File: src/rtl/pattern_gen_param.sv
`default_nettype none
// ============================================================================
// Module   : pattern_gen_param
// Brief    : Parametrised frame test-pattern generator driven by raw
//            fval/lval/dval timing. Optional macro PATTERN_GEN_SCROLL_EN
//            makes the checker scroll by SCROLL_STEP pixels per frame.
// Revision : 1.0 - initial release
// ============================================================================
module pattern_gen_param #(
    parameter int PIX_W       = 8,
    parameter int H_ACT       = 640,
    parameter int V_ACT       = 480,
    parameter int GRAD_STEP   = 1,
    parameter int CHK_LOG2    = 5,
    parameter int SCROLL_STEP = 1
) (
    input  logic             clk,
    input  logic             rst_n,
    input  logic [2:0]       sel,
    input  logic             fval,
    input  logic             lval,
    input  logic             dval,
    output logic [PIX_W-1:0] pix_value,
    output logic             pix_valid,
    output logic [15:0]      frame_cnt,
    output logic             overrun
);

    localparam int c_XW  = $clog2(H_ACT + 1);
    localparam int c_YW  = $clog2(V_ACT + 1);
    localparam int c_HPW = c_XW + 32;
    localparam int c_VPW = c_YW + 32;
    localparam longint unsigned c_MAXV_L = (64'd1 << PIX_W) - 64'd1;
    localparam logic [PIX_W-1:0] c_MAXV  = '1;
`ifdef PATTERN_GEN_SCROLL_EN
    localparam int c_XSW = 16;
`else
    localparam int c_XSW = c_XW;
`endif
    localparam logic [c_XSW-1:0] c_XMASK = c_XSW'(1) << CHK_LOG2;
    localparam logic [c_YW-1:0]  c_YMASK = c_YW'(1) << CHK_LOG2;

    logic             r_fval_d, r_lval_d;
    logic [c_XW-1:0]  r_x;
    logic [c_YW-1:0]  r_y;
    logic [2:0]       r_mode;
    logic [15:0]      r_frame_cnt;
    logic             r_overrun;
    logic [PIX_W-1:0] r_pix_value;
    logic             r_pix_valid;

    logic             w_fval_rise, w_lval_fall, w_oob;
    logic [c_XW-1:0]  w_x_cur, w_x_nxt;
    logic [c_YW-1:0]  w_y_cur;
    logic [2:0]       w_mode_cur;
    logic [15:0]      w_fcnt_cur;
    logic [c_XSW-1:0] w_xs;
    logic [c_HPW-1:0] w_hprod;
    logic [c_VPW-1:0] w_vprod;
    logic             w_chk, w_border;
    logic [PIX_W-1:0] w_bar_val, w_pix;

    assign w_fval_rise = fval & ~r_fval_d;
    assign w_lval_fall = ~lval & r_lval_d;

    // Coordinates/mode that apply to a dval sampled this cycle
    always_comb begin
        w_x_cur    = r_x;
        w_y_cur    = r_y;
        w_mode_cur = r_mode;
        w_fcnt_cur = r_frame_cnt;
        if (w_fval_rise) begin
            w_x_cur    = '0;
            w_y_cur    = '0;
            w_mode_cur = sel;
            w_fcnt_cur = r_frame_cnt + 16'd1;
        end else if (w_lval_fall) begin
            w_x_cur = '0;
            w_y_cur = (r_y == c_YW'(V_ACT)) ? r_y : r_y + 1'b1;
        end
    end

    assign w_oob   = (w_x_cur >= c_XW'(H_ACT)) || (w_y_cur >= c_YW'(V_ACT));
    assign w_x_nxt = (dval && (w_x_cur != c_XW'(H_ACT))) ? w_x_cur + 1'b1 : w_x_cur;

`ifdef PATTERN_GEN_SCROLL_EN
    // r_scroll_acc counts ahead; r_scroll_off is the offset frozen for the current frame
    logic [15:0] r_scroll_acc, r_scroll_off;
    logic [15:0] w_scroll_cur;

    assign w_scroll_cur = w_fval_rise ? r_scroll_acc : r_scroll_off;
    assign w_xs         = 16'(w_x_cur) + w_scroll_cur;

    always_ff @(posedge clk or negedge rst_n) begin
        if (!rst_n) begin
            r_scroll_acc <= '0;
            r_scroll_off <= '0;
        end else if (w_fval_rise) begin
            r_scroll_acc <= r_scroll_acc + 16'(SCROLL_STEP);
            r_scroll_off <= r_scroll_acc;
        end
    end
`else
    logic w_unused_scroll;
    assign w_unused_scroll = (SCROLL_STEP != 0);
    assign w_xs            = w_x_cur;
`endif

    assign w_chk   = (|(w_xs & c_XMASK)) ^ (|(w_y_cur & c_YMASK));
    assign w_hprod = c_HPW'(w_x_cur) * c_HPW'(GRAD_STEP);
    assign w_vprod = c_VPW'(w_y_cur) * c_VPW'(GRAD_STEP);

    assign w_border = (w_x_cur == '0) || (w_x_cur == c_XW'(H_ACT - 1)) ||
                      (w_y_cur == '0) || (w_y_cur == c_YW'(V_ACT - 1)) ||
                      (w_x_cur == c_XW'(H_ACT / 2)) || (w_y_cur == c_YW'(V_ACT / 2));

    // Bar edges and levels unroll to constants
    always_comb begin
        w_bar_val = '0;
        for (int k = 1; k < 8; k++) begin
            if (32'(w_x_cur) >= 32'((H_ACT * k) / 8))
                w_bar_val = PIX_W'((c_MAXV_L * 64'(k)) / 64'd7);
        end
    end

    always_comb begin
        w_pix = '0;
        case (w_mode_cur)
            3'b000: w_pix = '0;
            3'b001: w_pix = c_MAXV;
            3'b010: w_pix = (w_hprod > c_HPW'(c_MAXV_L)) ? c_MAXV : PIX_W'(w_hprod);
            3'b011: w_pix = w_chk ? c_MAXV : '0;
            3'b100: w_pix = (w_vprod > c_VPW'(c_MAXV_L)) ? c_MAXV : PIX_W'(w_vprod);
            3'b101: w_pix = w_bar_val;
            3'b110: w_pix = PIX_W'(w_fcnt_cur);
            default: w_pix = w_border ? c_MAXV : '0;
        endcase
    end

    always_ff @(posedge clk or negedge rst_n) begin
        if (!rst_n) begin
            r_fval_d    <= 1'b0;
            r_lval_d    <= 1'b0;
            r_x         <= '0;
            r_y         <= '0;
            r_mode      <= 3'b000;
            r_frame_cnt <= '0;
            r_overrun   <= 1'b0;
            r_pix_value <= '0;
            r_pix_valid <= 1'b0;
        end else begin
            r_fval_d    <= fval;
            r_lval_d    <= lval;
            r_x         <= w_x_nxt;
            r_y         <= w_y_cur;
            r_mode      <= w_mode_cur;
            r_frame_cnt <= w_fcnt_cur;
            r_overrun   <= (r_overrun & ~w_fval_rise) | (dval & w_oob);
            r_pix_valid <= dval;
            r_pix_value <= (dval && !w_oob) ? w_pix : '0;
        end
    end

    assign pix_value = r_pix_value;
    assign pix_valid = r_pix_valid;
    assign frame_cnt = r_frame_cnt;
    assign overrun   = r_overrun;

endmodule
`default_nettype wire
File: config.mk
export PLATFORM = sky130hd
export DESIGN_NAME = pattern_gen_param
export DESIGN_NICKNAME = d
export VERILOG_FILES = /design/src/rtl/pattern_gen_param.sv
export SDC_FILE = /design/constraint.sdc
export NUM_CORES = 1
export LEC_CHECK = 0
export CORE_MARGIN = 2
export CORE_UTILIZATION = 35
export CTS_CLUSTER_DIAMETER = 40
export DETAILED_ROUTE_END_ITERATION = 12
export PLACE_DENSITY = 0.54
export REMOVE_ABC_BUFFERS = 1
export SYNTH_ARGS = -nofsm -noshare
export SYNTH_HDL_FRONTEND = slang
export SYNTH_SLANG_ARGS = --single-unit
File: constraint.sdc
create_clock -name clk -period 3.5 [get_ports clk]
set_input_delay 0.7 -clock clk [delete_from_list [all_inputs] [get_ports clk]]
set_output_delay 0.7 -clock clk [all_outputs]
set_load 0.03 [all_outputs]
==> out/qor.csv <==
metric,value,unit
status,finished clean,
crit_path_end_kind,register,
total_power,1.45,mW
crit_chain,clkdlybuf4s50_1 > nor2b_1 > nor2_1 > nand2_1 > inv_1 > ha_1 > nand3_1 > nor2_1 > nand4_1 > and4_1 > o41ai_2 > a31oi_2 > buf_4 > a211oi_1,
r2r_cells,13,
final_common_cell,dfrtp_1,
synth_ff_type,dfrtp_1,
crit_start,lval,
cts_resized,0,
drive_gt1_share,9.72,%
slowest_stage,clkdlybuf4s50_1,
post-route-worst-setup-slack,437,ps
async_reset_ff_share,100,%
hp-class,in -> async,
port-buffer-count,33,
syn_inst,316,
synth_cell_types,54,
grt_max_degree,37,
finalSetupViolCount,0,
max-cap-violations,0,
cts_tree,yes,
critPathMaxStageDelay,540,ps
synth_warnings,0,
grt_pass1_vias,2392,
seq_power_share,48.8,%
period_needed,3060,ps
ios,34,
hold_violations,0,
p_sw,0.509,mW
drv_slew,0,
grt-ovfl-total,0,
drt_first_iter_violations,137,
cts_setup_buffers,0,
post_drt_via_cell_ratio,5.39,
clk-insertion-delay-late,310,ps
ys_seq_elements,50,
start_util,35.6,%
fin_setup_tns,0,ps
drc,0,
final_util,43.1,%
period_share,87.5,%
crit_end,pix_value[5],
p_comb_share,27.5,%
tightestPinTransition,784,ps
final_nets,372,
p_leak,1.43,nW
slew_headroom,47.7,%
drt_first_pass_iters,4,
place.gp.congestion,0.862,
reg2reg_to,pix_value[5],
grt_pass1_wl,11.9,mm
die_h,95.0,um
row_count,33,
grt.total_usage,17.1,%
post_drt_wl_per_cell,15.6,um
cellPowerDensity,412,nW/um^2
vdd_drop_max,135,uV
coreArea,8130,um^2
synthToLayoutAreaGrowth,21.0,%
ctsHoldBuffers,0,
path_common_cell,nor2_1,
worstPathMaxFanout,8,
r2r_slack,860,ps
dp_cells,457,
worst_clock_skew,4.41,ps
ys_seq_area_share,43.2,%
dpl.hpwl,5.60,mm
syn_area,2900,um^2
fmax,326,MHz
worstPathRequired,3710,ps
clk_pin_slew_worst_paths,90,ps
start_kind,input pin,
ctsLongestPathBuffers,2,
clock_sinks,50,
final_cells,465,
drt_wl_total,7.25,mm
crit_arrival,3280,ps
p_int,0.937,mW
rsz0062_at_grt,false,
final_cell_mix,"dfrtp_1 (50), nand2_1 (37), clkdlybuf4s50_1 (32), nor2_1 (25), xnor2_1 (22)",
cp.depth,14,
synth_edf_count,0,
crit_type,in -> reg,
root_buffer,clkbuf_8,
die_width,95.0,um
clock_power_share,23.7,%
antenna_found_initial,0,
htree_levels,2,
dieArea,9030,um^2
final_antenna_net_count,0,
post-place-ws,144,ps
syn_area_per_cell,9.17,um^2
cts-buffers-inserted,5,
vias,2506,
antenna_cells,0,
path_delay_family,simple AND/OR/NAND/NOR gates,
cp.buffers_inverters,3,
worstReg2RegStart,r_lval_d,
p_sw_share,35.2,%
[cell type report]
class | instances | area [um^2]
fillers | 795 | 4630
multi-input cells | 241 | 1550
flip-flops and latches | 50 | 1250
repair buffers | 48 | 438
well taps | 105 | 131
clock buffers | 5 | 68.8
inverters | 13 | 48.8
clock inverters | 3 | 21.3
[worst register-to-register path, stage by stage (launching register included)]
cell and delay [ps]:
dfrtp_1 440, nor2b_1 190, nor2_1 290, nand2_1 170
inv_1 90, ha_1 190, nand3_1 90, nor2_1 170
nand4_1 130, and4_1 260, o41ai_2 60, a31oi_2 50
buf_4 170, a211oi_1 240
[power by group through the flow]
stage	Combinational (mW)	Sequential, mW	Clock [mW]
3_3_place_gp	0.398	0.716	0
6_report	0.397	0.706	0.343
4_1_cts	0.399	0.706	0.360
2_1_floorplan	0.154	0.784	0
5_1_grt	0.431	0.715	0.383
3_5_place_dp	0.397	0.717	0
[synthesized netlist by cell type, types with 2 or more instances]
library cell  count  area, um^2
o21ai_0          12        60.1
a31oi_1           4        25.0
a2111oi_0         2        17.5
nand2b_1          6        37.5
xnor2_1          22         193
or4_1             2        15.0
nand4_1          11        68.8
mux2i_1           3        30.0
dfrtp_1          50        1250
nor3_1            7        35.0
ha_1              5        62.6
a21oi_1           8        40.0
or3_1             8        50.1
nor2b_1           4        25.0
a211oi_1          8        60.1
and3_1            4        25.0
nand3_1          14        70.1
and4_1            2        17.5
nor4_1            4        25.0
inv_1            13        48.8
nand2_1          37         139
a221oi_1          6        52.6
o21ai_1           2        10.0
clkbuf_1          7        26.3
buf_2             4        20.0
xor2_1            8        70.1
o21a_1            7        52.6
nand3b_1          3        22.5
nor2_1           25        93.8
and2_1            4        25.0
[metrics by stage]
step	cell area, um^2	hold WS (ps)
2_1_floorplan	2850	404
3_3_place_gp	3420	464
3_5_place_dp	3420	472
4_1_cts	3510	490
5_1_grt	3510	504
6_report	3510	463
[flip-flops by register name, summed over array words and instances, names as in the netlist]
name,flops
pix_valid,1
r_x,10
r_y,9
frame_cnt,16
pix_value,8
r_mode,3
r_lval_d,1
overrun,1
r_fval_d,1
[worst min path at each step]
| stage | start | end | slack (ps) | depth (start not counted) |
|---|---|---|---|---|
| 2_1_floorplan | rst_n | frame_cnt[0] | 400 | 0 |
| 3_3_place_gp | frame_cnt[15] | frame_cnt[15] | 460 | 1 |
| 3_5_place_dp | frame_cnt[15] | frame_cnt[15] | 470 | 1 |
| 4_1_cts | rst_n | r_y[8] | 490 | 1 |
| 5_1_grt | frame_cnt[15] | frame_cnt[15] | 500 | 1 |
| 6_report | rst_n | frame_cnt[7] | 460 | 1 |
[layer usage]
layer	global-route usage [%]	part of all wire [%]	wire (um)
met4	6.28	1.7	126
met2	27.7	46	3340
met5	0	0	0
met1	23.8	48	3500
met3	2.06	3.9	281
[kinds of logic (layout without fill, tap and decap cells)]
logic type | after synthesis | in the layout | share of synthesized area (%)
AO/OA/AOI/OAI | 64 | 64 | 15.9
multiplexers | 4 | 4 | 1.42
buffers and inverters | 25 | 69 | 3.41
flip-flops | 50 | 50 | 43.2
AND/OR/NAND/NOR | 137 | 137 | 24.5
XOR/XNOR | 30 | 30 | 9.06
adder cells (fa/ha/maj) | 6 | 6 | 2.50
(Power assumes the default switching activity.)
